`src/rtl/game_pkg.sv`:
```
// Shared constants for the Zombie game input path: button count, hit ids and
// the default debounce window, plus the fixed-priority hit arbiter.
package game_pkg;

  localparam int unsigned BTN_NUM          = 3;
  localparam logic [1:0]  HIT_BTN1         = 2'd0;
  localparam logic [1:0]  HIT_BTN2         = 2'd1;
  localparam logic [1:0]  HIT_BTN3         = 2'd2;
  localparam int unsigned DEBOUNCE_DEFAULT = 500000;

  // Lowest set bit wins; returns HIT_BTN1 when nothing is pending.
  function automatic logic [1:0] lowest_pending(input logic [BTN_NUM-1:0] pend);
    logic [1:0] id;
    id = HIT_BTN1;
    if (pend[0])      id = HIT_BTN1;
    else if (pend[1]) id = HIT_BTN2;
    else if (pend[2]) id = HIT_BTN3;
    return id;
  endfunction

endpackage

```
`src/rtl/btn_debounce.sv`:
```
// One button channel: 2-flop synchroniser, debounce counter, stable level and rising-edge pulse.
// Level changes DEBOUNCE_CYCLES+2 edges after a held raw change; no backpressure (free-running).
module btn_debounce
  import game_pkg::*;
#(
  parameter int unsigned DEBOUNCE_CYCLES = DEBOUNCE_DEFAULT,
  parameter int unsigned CNT_W           = 19
) (
  input  logic clk,
  input  logic rst,
  input  logic din,
  output logic level,
  output logic rise
);

  if (DEBOUNCE_CYCLES < 2 || longint'(DEBOUNCE_CYCLES) > (longint'(1) << CNT_W)) begin : g_bad_cfg
    $error("btn_debounce: DEBOUNCE_CYCLES does not fit the CNT_W counter");
  end

  logic             s1;
  logic             s2;
  logic             stable;
  logic             rise_q;
  logic [CNT_W-1:0] cnt;
  logic             at_limit;

  assign at_limit = (cnt == CNT_W'(DEBOUNCE_CYCLES - 1));

  always_ff @(posedge clk) begin
    if (rst) begin
      s1     <= 1'b0;
      s2     <= 1'b0;
      stable <= 1'b0;
      rise_q <= 1'b0;
      cnt    <= '0;
    end else begin
      s1     <= din;
      s2     <= s1;
      rise_q <= 1'b0;
      // Any agreement with the accepted level restarts the window.
      if (s2 == stable) begin
        cnt <= '0;
      end else if (at_limit) begin
        stable <= ~stable;
        rise_q <= ~stable;
        cnt    <= '0;
      end else begin
        cnt <= cnt + CNT_W'(1);
      end
    end
  end

  assign level = stable;
  assign rise  = rise_q;

endmodule

```
`src/rtl/btn_conditioner.sv`:
```
// Conditions three punch buttons into clean levels, press pulses and a sticky hit queue.
// Hits are held until hit_ack; a press on an already-pending button coalesces and pulses hit_drop.
module btn_conditioner
  import game_pkg::*;
#(
  parameter int unsigned DEBOUNCE_CYCLES = DEBOUNCE_DEFAULT,
  parameter int unsigned CNT_W           = 19,
  parameter int unsigned ACTIVE_LOW      = 0
) (
  input  logic       clk,
  input  logic       rst,
  input  logic [2:0] btn_raw,
  output logic       btn1,
  output logic       btn2,
  output logic       btn3,
  output logic [2:0] press,
  output logic       hit_valid,
  output logic [1:0] hit_id,
  input  logic       hit_ack,
  output logic       hit_drop
);

  logic [BTN_NUM-1:0] btn_in;
  logic [BTN_NUM-1:0] level;
  logic [BTN_NUM-1:0] pending;
  logic [BTN_NUM-1:0] ack_mask;

  assign btn_in = (ACTIVE_LOW != 0) ? ~btn_raw : btn_raw;

  for (genvar i = 0; i < BTN_NUM; i++) begin : g_chan
    btn_debounce #(
      .DEBOUNCE_CYCLES(DEBOUNCE_CYCLES),
      .CNT_W          (CNT_W)
    ) u_debounce (
      .clk  (clk),
      .rst  (rst),
      .din  (btn_in[i]),
      .level(level[i]),
      .rise (press[i])
    );
  end

  assign btn1 = level[0];
  assign btn2 = level[1];
  assign btn3 = level[2];

  assign hit_valid = |pending;
  assign hit_id    = lowest_pending(pending);
  assign ack_mask  = (hit_ack && hit_valid) ? (BTN_NUM'(1) << hit_id) : '0;
  assign hit_drop  = |(press & pending & ~ack_mask);

  // A press in the same cycle as its own ack re-arms the bit, so it is not lost.
  always_ff @(posedge clk) begin
    if (rst) begin
      pending <= '0;
    end else begin
      pending <= (pending & ~ack_mask) | press;
    end
  end

endmodule

```
`config.mk`:
```
export PLATFORM = sky130hd
export DESIGN_NAME = btn_conditioner
export DESIGN_NICKNAME = d
export VERILOG_FILES = /design/src/rtl/game_pkg.sv /design/src/rtl/btn_debounce.sv /design/src/rtl/btn_conditioner.sv
export SDC_FILE = /design/constraint.sdc
export NUM_CORES = 1
export LEC_CHECK = 0
export CORE_MARGIN = 1
export CORE_UTILIZATION = 50
export CTS_CLUSTER_DIAMETER = 50
export DETAILED_ROUTE_END_ITERATION = 7
export GPL_ROUTABILITY_DRIVEN = 0
export PLACE_DENSITY = 0.76
export SYNTH_ARGS = -nofsm -noshare
export SYNTH_HDL_FRONTEND = slang
export SYNTH_SLANG_ARGS = --single-unit
export TNS_END_PERCENT = 50
```
`constraint.sdc`:
```
create_clock -name clk -period 4.15 [get_ports clk]
set_clock_uncertainty 0.2 [all_clocks]
set_input_delay 0.6225 -clock clk [delete_from_list [all_inputs] [get_ports clk]]
set_output_delay 0.6225 -clock clk [all_outputs]
set_load 0.05 [all_outputs]
```
==> flow_metrics.env <==
export IMPL_whs_endpoint="g_chan[2].u_debounce.s2$_SDFF_PP0_"
export IMPL_synth_area_sq_um=3150
export IMPL_hp_class="reg -> reg"
export IMPL_drt_wl_total_mm=5.84
export IMPL_htree_levels=3
export IMPL_grt_max_degree=20
export IMPL_drt_initial_drc_count=106
export IMPL_final_net_count=380
export IMPL_portBuffers=15
export IMPL_cp_num_buf_inv=2
export IMPL_core_sq_um=5990
export IMPL_worstPathArrival_ps=2220
export IMPL_status="complete, no violations"
export IMPL_crit_path_end_kind="output pin"
export IMPL_cp_data_required_time_ps=3330
export IMPL_syn_area_per_cell_sq_um=8.89
export IMPL_dr_pass1_iters=4
export IMPL_path_delay_family="buffers and inverters"
export IMPL_path_cells="clkdlybuf4s50_1, nor2b_1, a32oi_1, o21ai_0, clkdlybuf4s50_1"
export IMPL_ir_worst_vdd_v=0.000233
export IMPL_r2r_cells=5
export IMPL_vias=2479
export IMPL_clk_pin_slew_ps=70
export IMPL_finalSetupTns_ps=0
export IMPL_final_common_cell="dfxtp_1"
export IMPL_finalHoldViolations=0
export IMPL_rsz0062_at_grt="false"
export IMPL_maxSlewViolCount=0
export IMPL_synth_edf_count=0
export IMPL_syn_nets=363
export IMPL_die_area_sq_um=6610
export IMPL_r2r_end="g_chan[2].u_debounce.cnt[2]$_SDFF_PP0_"
export IMPL_final_cell_mix="dfxtp_1 (72), nor2_1 (55), xnor2_1 (25)"
export IMPL_via_per_inst=5.50
export IMPL_setup_violations=0
export IMPL_cpMostUsedCell="clkdlybuf4s50_1"
export IMPL_r2r_start="g_chan[2].u_debounce.cnt[0]$_SDFF_PP0_"
export IMPL_max_slew_margin_pct=52.0
export IMPL_timing_worst_slew_pin_value_ps=720
export IMPL_power_density_nw_per_um2=375
export IMPL_cts_sinks=72
export IMPL_insertion_delay_ps=350
export IMPL_crit_slowest_cell="clkdlybuf4s50_1"
export IMPL_rows=28
export IMPL_regToRegSetupSlack_ps=1760
export IMPL_ys_seq_area_share_pct=45.8
export IMPL_slowest_delay_ps=820
export IMPL_dp_hpwl_mm=4.03
export IMPL_min_from="g_chan[2].u_debounce.s1$_SDFF_PP0_"
export IMPL_grt_pass1_wl_mm=9.89
export IMPL_yosysTopAreaCell="dfxtp_1"
export IMPL_cts_root_buf="clkbuf_8"
export IMPL_critPathLaunchType="primary input"
export IMPL_ys_seq_elements=72
export IMPL_n_antenna_cell=0
export IMPL_drive_gt1_share_pct=6.91
export IMPL_die_x_um=81.3
export IMPL_grt_usage_pct=19.6
export IMPL_fp_dieH_um=81.3
export IMPL_first_global_vias=2257
export IMPL_antenna_left=0
export IMPL_dpl_instance_area_sq_um=3340
export IMPL_synth_top_cell_area_share_pct=45.8
export IMPL_gr_total_overflow=0
export IMPL_drc=0
export IMPL_ys_warn_count=0
export IMPL_numCtsBuffers=9
export IMPL_cts_resized=0
export IMPL_area_delta_synth_final_pct=13.5
export IMPL_synth_area_top_cells="dfxtp_1 (46%), xnor2_1 (7.0%), nor2_1 (6.6%)"
export IMPL_cts_buffer_depth=2
export IMPL_final_period_utilization_pct=73.4
export IMPL_synth_cells=354
export IMPL_antenna_found_initial=0
export IMPL_power_leakage_nw=1.09
export IMPL_period_needed_ps=3050
export IMPL_ys_types=41
export IMPL_start_util_pct=52.5
export IMPL_synthFlopType="dfxtp_1"
export IMPL_fin_area_sq_um=3570
export IMPL_holdPathStages=1
export IMPL_async_flop_share_pct=0
export IMPL_ctsHoldBuffers=0
export IMPL_drt_wirelength_per_cell_um=12.9
export IMPL_cts_setup_buffers=0
export IMPL_critPathMaxFanout=3
export IMPL_pin_count=16
export IMPL_fmax_mhz=328
export IMPL_cts_tree="done"
export IMPL_crit_start="hit_ack"
export IMPL_critPathKind="in -> out"
export IMPL_maxCapViolCount=0
[flip-flops by register name, summed over array words and instances (netlist names)]
register,count
g_chan.u_debounce.cnt,57
g_chan.u_debounce.level,3
g_chan.u_debounce.s1,3
g_chan.u_debounce.rise,3
pending,3
g_chan.u_debounce.s2,3
[cell families after synthesis]
logic type	Yosys count	share of synthesized area, %
DFF	72	45.8
xor gates and xnor gates	43	12.0
adders and majority gates	3	1.19
AOI/OAI and AO/OA	35	7.00
buffers and inverters	21	3.02
and+or+nand+nor	180	31.0
[power by group]
part           leakage, nW  internal [mW]  total, mW  switching (mW)
logic                0.393        0.00850     0.0187          0.0102
clock network        0.113          0.358      0.624           0.266
registers            0.581          0.694      0.696         0.00188
[worst max path at each step]
stage / end / cells past startpoint
2_1_floorplan: hit_drop / 2
3_3_place_gp: hit_drop / 4
3_5_place_dp: hit_drop / 5
4_1_cts: hit_drop / 5
5_1_grt: hit_drop / 5
6_report: hit_drop / 5
[layout make-up]
cell class                      instances  area [sq um]
Multi-Input combinational cell        261          1610
Fill cell                             510          2420
Tap cell                               75          93.8
Timing Repair Buffer                   16           158
Sequential cell                        72          1440
Clock inverter                          6          90.1
Clock buffer                           10           138
Inverter                               11          41.3
[per-layer routing]
metal	GRT usage [%]	part of all wire, %	vias up
li1	-	-	1287
met3	6.85	4.6	15
met2	30.8	43	47
met1	24.4	50	1130
met5	0	0	-
met4	8.04	2.2	0
[cell usage after synthesis (all sizes together), types with 3 or more instances]
library cell and instances:
or4 5, nor3 10, xor2 18, clkbuf 4, dfxtp 72, ha 3, and3 6, nor2 55
nor2b 10, inv 11, nand2 14, xnor2 25, buf 6, o21ai 11, or3 11, and4 4
a21oi 13, nor4 12, nand4 19, nor4b 5, nand3 20
[metrics by stage]
| stage | hold slack [ps] | utilization [%] | power [mW] | instances | setup WS, ps |
|---|---|---|---|---|---|
| floorplan | 213 | - | 0.723 | 354 | 1480 |
| global placement | 216 | 55.8 | 0.730 | 435 | 1150 |
| detailed placement | 226 | 55.8 | 0.731 | 435 | 1120 |
| CTS | 240 | 59.6 | 1.36 | 451 | 1110 |
| global route | 253 | 59.6 | 1.39 | 451 | 997 |
| finish | 240 | 59.6 | 1.34 | 451 | 1100 |
No activity file was read; power rests on OpenSTA's default activity.
